==> config.mk <==
export PLATFORM = sky130hd
export DESIGN_NAME = deser6_frame_rx
export DESIGN_NICKNAME = d
export VERILOG_FILES = /design/src/rtl/deser6_pkg.sv /design/src/rtl/sipo_shreg.sv /design/src/rtl/deser6_frame_rx.sv
export SDC_FILE = /design/constraint.sdc
export NUM_CORES = 1
export LEC_CHECK = 0
export ABC_AREA = 1
export BUFFER_PORTS_ARGS = -buffer_cell sky130_fd_sc_hd__buf_2
export CAP_MARGIN = 20
export CORE_MARGIN = 3
export CORE_UTILIZATION = 25
export CTS_BUF_LIST = sky130_fd_sc_hd__clkbuf_8
export DETAILED_ROUTE_END_ITERATION = 6
export PLACE_DENSITY = 0.38
export SETUP_SLACK_MARGIN = 0.2
export SYNTH_ARGS = -nofsm -noshare
export SYNTH_HDL_FRONTEND = slang
export SYNTH_SLANG_ARGS = --single-unit
==> constraint.sdc <==
create_clock -name clk -period 1.7 [get_ports clk]
set_input_delay 0.17 -clock clk [delete_from_list [all_inputs] [get_ports clk]]
set_output_delay 0.17 -clock clk [all_outputs]
set_load 0.005 [all_outputs]
==> src/rtl/deser6_pkg.sv <==
// Shared types and defaults for the 6-bit LSB-first serial frame receiver.
package deser6_pkg;

  typedef enum logic [0:0] {
    HUNT   = 1'b0,
    LOCKED = 1'b1
  } state_e;

  localparam int         DEF_W         = 6;
  localparam logic [5:0] DEF_SYNC_WORD = 6'b101101;
  localparam int         DEF_FRAME_LEN = 4;
  localparam int         DEF_MISS_MAX  = 2;

  // Compares only the low 'width' bits so any word width up to 32 can share it.
  function automatic logic sync_match(input logic [31:0] window,
                                      input logic [31:0] pattern,
                                      input int unsigned width);
    logic [31:0] mask;
    mask = (width >= 32) ? 32'hFFFF_FFFF : ((32'd1 << width) - 32'd1);
    return ((window ^ pattern) & mask) == 32'd0;
  endfunction

endpackage

==> src/rtl/sipo_shreg.sv <==
// LSB-first serial-in shift register; new bits enter at the MSB so that after
// W shifts bit 0 holds the first bit received.
module sipo_shreg #(
  parameter int W = 6
) (
  input  logic         clk,
  input  logic         rst_n,
  input  logic         din_i,
  output logic [W-1:0] window_o,
  output logic [W-1:0] window_next_o
);

  logic [W-1:0] sreg_q;
  logic [W-1:0] sreg_d;

  assign sreg_d        = {din_i, sreg_q[W-1:1]};
  assign window_o      = sreg_q;
  assign window_next_o = sreg_d;

  always_ff @(posedge clk) begin
    if (!rst_n) begin
      sreg_q <= '0;
    end else begin
      sreg_q <= sreg_d;
    end
  end

endmodule

==> src/rtl/deser6_frame_rx.sv <==
// Frame receiver: hunts for the sync word at any bit offset, then tracks word
// and frame position, emitting data words and dropping lock on repeated misses.
module deser6_frame_rx
  import deser6_pkg::*;
#(
  parameter int           W         = DEF_W,
  parameter logic [W-1:0] SYNC_WORD = W'(DEF_SYNC_WORD),
  parameter int           FRAME_LEN = DEF_FRAME_LEN,
  parameter int           MISS_MAX  = DEF_MISS_MAX
) (
  input  logic         clk,
  input  logic         rst_n,
  input  logic         din,
  output logic [W-1:0] pout,
  output logic         pout_valid,
  output logic         locked,
  output logic         sync_err
);

  localparam int BIT_W  = (W > 1) ? $clog2(W) : 1;
  localparam int WORD_W = (FRAME_LEN > 1) ? $clog2(FRAME_LEN) : 1;
  localparam int MISS_W = $clog2(MISS_MAX + 1);
  localparam int FILL_W = $clog2(W + 1);

  logic [W-1:0] window_q;
  logic [W-1:0] window_next;
  logic         unused_window_lsb;
  logic         window_is_sync;

  sipo_shreg #(.W(W)) u_sipo (
    .clk          (clk),
    .rst_n        (rst_n),
    .din_i        (din),
    .window_o     (window_q),
    .window_next_o(window_next)
  );

  // Decisions use the post-shift window; the registered copy is informational.
  assign unused_window_lsb = ^window_q;
  assign window_is_sync    = sync_match(32'(window_next), 32'(SYNC_WORD), W);

  state_e              state_q, state_d;
  logic [FILL_W-1:0]   fill_q, fill_d;
  logic [BIT_W-1:0]    bit_cnt_q, bit_cnt_d;
  logic [WORD_W-1:0]   word_cnt_q, word_cnt_d;
  logic [MISS_W-1:0]   miss_cnt_q, miss_cnt_d;
  logic [W-1:0]        pout_q, pout_d;
  logic                pout_valid_q, pout_valid_d;
  logic                sync_err_q, sync_err_d;

  always_comb begin
    state_d      = state_q;
    fill_d       = fill_q;
    bit_cnt_d    = bit_cnt_q;
    word_cnt_d   = word_cnt_q;
    miss_cnt_d   = miss_cnt_q;
    pout_d       = pout_q;
    pout_valid_d = 1'b0;
    sync_err_d   = 1'b0;

    case (state_q)
      HUNT: begin
        if (fill_q != FILL_W'(W)) begin
          fill_d = fill_q + FILL_W'(1);
        end
        // The window is complete once this edge shifts in the W-th fresh bit.
        if ((fill_q >= FILL_W'(W - 1)) && window_is_sync) begin
          state_d    = LOCKED;
          bit_cnt_d  = '0;
          word_cnt_d = WORD_W'(1);
          miss_cnt_d = '0;
        end
      end

      LOCKED: begin
        if (bit_cnt_q == BIT_W'(W - 1)) begin
          bit_cnt_d  = '0;
          word_cnt_d = (word_cnt_q == WORD_W'(FRAME_LEN - 1)) ? '0 : word_cnt_q + WORD_W'(1);
          if (word_cnt_q != '0) begin
            pout_d       = window_next;
            pout_valid_d = 1'b1;
          end else if (window_is_sync) begin
            miss_cnt_d = '0;
          end else begin
            sync_err_d = 1'b1;
            miss_cnt_d = miss_cnt_q + MISS_W'(1);
            if ((miss_cnt_q + MISS_W'(1)) == MISS_W'(MISS_MAX)) begin
              state_d = HUNT;
              fill_d  = '0;
            end
          end
        end else begin
          bit_cnt_d = bit_cnt_q + BIT_W'(1);
        end
      end

      default: begin
        state_d = HUNT;
        fill_d  = '0;
      end
    endcase
  end

  always_ff @(posedge clk) begin
    if (!rst_n) begin
      state_q      <= HUNT;
      fill_q       <= '0;
      bit_cnt_q    <= '0;
      word_cnt_q   <= '0;
      miss_cnt_q   <= '0;
      pout_q       <= '0;
      pout_valid_q <= 1'b0;
      sync_err_q   <= 1'b0;
    end else begin
      state_q      <= state_d;
      fill_q       <= fill_d;
      bit_cnt_q    <= bit_cnt_d;
      word_cnt_q   <= word_cnt_d;
      miss_cnt_q   <= miss_cnt_d;
      pout_q       <= pout_d;
      pout_valid_q <= pout_valid_d;
      sync_err_q   <= sync_err_d;
    end
  end

  assign pout       = pout_q;
  assign pout_valid = pout_valid_q;
  assign locked     = (state_q == LOCKED);
  assign sync_err   = sync_err_q;

endmodule

; ---- After elaboration in Yosys (flattened, before gate mapping)
; Index checks and enable logic that the tools add are counted.
[word_totals]
reg_bits = 25
output_inout_bits = 9
word_cells = 63
[op_classes]
n_reduce_logical = 9
n_eq_ne = 10
n_mux = 26
n_addsub = 4
n_lt_le_gt_ge = 1
n_bitwise = 4
[ops]
columns = cell, count
row1 = 32-bit logical NOT, 1
row2 = 3-bit two-way mux, 7
row3 = 2-bit two-way mux, 7
row4 = 3-bit one-hot mux with 2 select lines, 2
row5 = 3-bit AND reduction, 3
row6 = 2-bit inequality test (second input constant), 4
row7 = 2-bit one-hot mux with 2 select lines, 2
row8 = 1-bit two-way mux, 7
row9 = 3-bit by 1-bit adder with 3-bit output (second input constant), 2
row10 = 5-bit AND reduction, 1
row11 = 2-bit by 1-bit adder with 2-bit output (second input constant), 2
row12 = 2-bit equality test (second input constant), 2
row13 = 2-bit by 1-bit inequality test with 1-bit output (second input constant), 2
row14 = 4-bit NOT, 1
row15 = 4-bit OR reduction, 1
row16 = 3-bit equality test (second input constant), 1
row17 = 3-bit >= comparator (second input constant), 1
row18 = 3-bit inequality test (second input constant), 1
row19 = 1-bit NOT, 3
row20 = 1-bit one-hot mux with 2 select lines, 1
row21 = 2-bit AND reduction, 1
row22 = 2-bit nonzero test, 1
row23 = 1-bit logical AND, 1

; ---- Depth between registers and ports, before layout
[logic_depth]
ltp_word = 7
mapped_depth = 9
depth_no_buf = 9

; ---- By module
; Synthesis repeated with hierarchy kept, for this count alone.
[unflattened]
cells_unflattened = 152
hier_area_um2 = 1147.4
[by_module_without_submodules]
columns = module, n_inst, cells_each, area_per_inst_um2, seq_area_each_um2
row1 = deser6_frame_rx, 1, 128, 937.1, 380.4
row2 = sipo_shreg, 1, 24, 210.2, 120.1

; ---- Least setup slack after synthesis
; No wires, ideal clock.
[synth_timing]
kind = reg-to-reg
startpoint = register fill_q[0]
endpoint = register fill_q[0]
path_stages_with_launch = 9
setup_slack_ns = 0.491
t_required_ns = 1.586
setup_ns = 0.114
arrival_ns = 1.095
path_cell_list = dfxtp_1 inv_1 ha_1 nand2_1 nor2_1 nor2_1 nand3_1 a21oi_1 nor2_1
[synth_via]
elab_chain_cells = 3
[synth_rtl]
columns = element, line_no
row1 = start: declaration, deser6_frame_rx.sv:43  ; logic [FILL_W-1:0] fill_q, fill_d;
row2 = start signal: assignment, deser6_frame_rx.sv:116  ; fill_q <= fill_d;
row3 = 3-bit by 1-bit adder with 3-bit output or 3-bit inequality test (tied branches), "deser6_frame_rx.sv:64, deser6_frame_rx.sv:63"
row4 = 3-bit two-way mux or 2-bit inequality test (tied branches), --
row5 = 3-bit one-hot mux with 2 select lines or 5-bit AND reduction (tied branches), --
; Several ways; a longest one is shown, not always the timed one. The select of a mux whose other input is x is not followed.
; A chain may end at the register's enable or synchronous reset.

; ---- Worst setup path in the final report
; Same ends and word-level chain as after synthesis.

==> metrics.md <==
| Metric | Value |
|---|---|
| Yosys top cell by area | dfxtp_1 |
| Port-buffer cells | 11 |
| Setup tns final | 0 ns |
| Setup Crit Path Kind | register to register |
| Worst-path maximum fanout | 5 |
| Post-Syn Area per Cell | about 7 um^2 |
| Design Power | 1.13 mW |
| Total number of cells along the worst setup path | 8 |
| Post-synth top flop | dfxtp_1 |
| Max_slew headroom | 0.746 |
| Clock slew at reported path FFs | about 0.080 ns |
| WL/cell | approximately 9.9 um |
| Hold violation count in the final report | 0 |
| Postcts setup bufs | 0 |
| Post-synth cell types | 18 |
| Worst reg-to-reg path cell count | 8 |
| Dpl ws | between 0.3 and 0.4 ns |
| Most frequent cell after synthesis | nand2_1 |
| Num ports | 12 |
| #FFs+latches synth | 24 |
| Layout cells sized above 1 | 0.130 |
| Slowest CP cell | dfxtp_1 |
| WP buf/inv | 1 |
| Die width | 71.5 um |
| Achievable frequency | 758 MHz |
| Clock sinks | 24 |
| Via count | a little under 900 |
| First-pass GRT wire length | between 3000 and 4000 um |
| Ys async rst share | 0 |
| Worst-path cell chain | inv_1, ha_1, nand2_1, nor2_1, nor2_1, nand3_2, a21oi_1, nor2_1 |
| Final Cycle Share | 0.776 |
| Leak | 0.606 nW |
| Gr usage total | 0.0926 |
| Worst setup margin | around 0.38 ns |
| Synthesized net count | 158 |
| Register area share after synthesis | 0.448 |
| H-tree depth | 1 |
| Critical Path Most Common Cell | nor2_1 |
| Vias in the first global route | 904 |
| Placer Congestion | 0.745 |
| Slew @ Worst Pin | 0.382 ns |
| Final setup violation count | 0 |
| CP top delay family | simple AND/OR/NAND/NOR gates |
| Clk_lat worst skew | between 0.2 and 0.3 ns |
| Area grow syn2layout | 16.6% |
| Root buf cell | clkbuf_8 |
| Max_cap viols | 0 |
| Antenna violations before repair | 0 |
| RSZ-0062 raised after global routing | no |
| Pwr dens | 907 nW/um^2 |
| ANT nets after route | 0 |
| Rows | 23 |
| Via-to-Cell Ratio | between 4 and 5 |
| Netlist Area Pre-Place | 1070 um^2 |
| DRT iter0 DRCs | 20 |
| Yosys warns | 0 |
| Total grt overflow | 0 |
| Status | complete, no violations |
| Initial Util | 0.264 |
| Synth top area cells | dfxtp_1 (45%), nand2_1 (12%), inv_1 (8.8%), nor2_1 (7.0%), ha_1 (5.8%) |
| CTS tree | done |
| CTS buffer count | 3 |
| Synth Instances | 150 |
| Crit end category | register |
| Critical path's largest stage delay | approximately 0.37 ns |
| Largest net degree at the start of global routing | 23 |
| Critical path launch point type | register |
| Minimum clock period | between 1 and 1.5 ns |
| Hold Crit Depth | 3 |
| Count of flip-flops with a built-in enable after synthesis | 0 |
| Type of the tightest min-delay check | primary input to register |
| CORE AREA | 4060 um^2 |
| Setup slack, reg-to-reg | 0.38 ns |
| Chip height | around 71 um |
| Max-slew violations | 0 |
| Nets@finish | 171 |
| Yosys top cell area share | 0.448 |
| Initial DRT Pass Iterations | 4 |
| Worst clock skew | 0.00352 ns |
| Clock Path Buffers | 2 |
| Synth top cells by count | nand2_1 (35), inv_1 (25), dfxtp_1 (24) |
| Die Area | 5110 um^2 |
| Arrival time at the worst endpoint | 1.48 ns |
| Peak VDD IR | approximately 0.27 mV |
| Final wirelength | 2100 um |
| Number of diodes | 0 |
| Worst path required time | 1.86 ns |
| Hpwl dp | 1570 um |
| DRC | 0 |
-- kinds of logic after synthesis --
| group | count (synthesis) | share of synthesized area |
|---|---|---|
| and+or+nand+nor | 69 | 0.274 |
| buffers and inverters | 30 | 0.113 |
| DFF | 24 | 0.448 |
| AOI/OAI and AO/OA | 22 | 0.106 |
| adders and majority gates | 5 | 0.0583 |
-- state kept, by name, summed over array words and instances, names as in the netlist --
name	flops
sync_err	1
miss_cnt_q	2
u_sipo.window_o	5
fill_q	3
pout_valid	1
locked	1
pout	6
word_cnt_q	2
bit_cnt_q	3
-- path summary, 6_finish.rpt --
kind,from,endpoint
setup / recovery,fill_q[0]$_SDFFE_PN0P_,fill_q[0]$_SDFFE_PN0P_
hold / removal,din,u_sipo.window_o[5]$_SDFF_PN0_
hold reg to reg,pout[1]$_SDFFE_PN0P_,pout[1]$_SDFFE_PN0P_
setup reg to reg,fill_q[0]$_SDFFE_PN0P_,fill_q[0]$_SDFFE_PN0P_
-- what timing repair did --
item	in CTS	in global routing
resized for setup	0	1
setup endpoints to repair	0	1
hold buffers	0	0
hold endpoints to repair	0	0
-- worst min-delay path: cells and delay by family --
kind	cells	cell delay, ns
buf+inv	2	0.14
simple gates	1	0.05
-- where the power goes --
group          internal [mW]  switching, mW  total [mW]
clock                  0.314          0.183       0.497
sequential             0.573         0.0101       0.583
combinational         0.0197         0.0343      0.0540
-- metrics by stage --
stage / hold slack, ns / instances / cell area, um^2 / utilization
global route: 0.157 / 212 / 1250 / 0.308
CTS: 0.112 / 212 / 1240 / 0.307
finish: 0.121 / 212 / 1250 / 0.308
detailed placement: 0.390 / 208 / 1170 / 0.289
global placement: 0.383 / 208 / 1170 / 0.289
floorplan: 0.263 / 150 / 1070 / -
-- cell type report --
type	count	area (um^2)
Sequential cell	24	480
Clock buffer	3	41.3
Multi-Input combinational cell	96	475
Clock inverter	1	30.0
Timing Repair Buffer	12	62.6
Inverter	26	97.6
Fill cell	463	2810
Tap cell	50	62.6
-- metal layers --
| layer | GRT usage | wire (um) | share of wire | vias to the layer above |
|---|---|---|---|---|
| li1 | - | - | - | 487 |
| met2 | 0.157 | 970 | 0.46 | 11 |
| met5 | 0 | 0 | 0 | - |
| met3 | 0.0168 | 87 | 0.042 | 2 |
| met1 | 0.113 | 1010 | 0.48 | 391 |
| met4 | 0.0438 | 27 | 0.013 | 0 |
-- placed cells by master (no fill, tap or decap) --
| cell type | n |
|---|---|
| nand3_2 | 1 |
| a21oi_1 | 12 |
| nand3b_1 | 1 |
| nand4_2 | 1 |
| dfxtp_1 | 24 |
| o21ai_0 | 7 |
| nor2_1 | 20 |
| o21ai_1 | 2 |
| inv_2 | 1 |
| o21ai_2 | 1 |
| inv_1 | 25 |
| buf_4 | 1 |
| nand2_1 | 35 |
| nand3_1 | 7 |
| clkbuf_8 | 3 |
| buf_2 | 11 |
| ha_1 | 5 |
| nand4_1 | 3 |
| bufinv_16 | 1 |
| or2_4 | 1 |
Power figures use the tool's default switching activity.
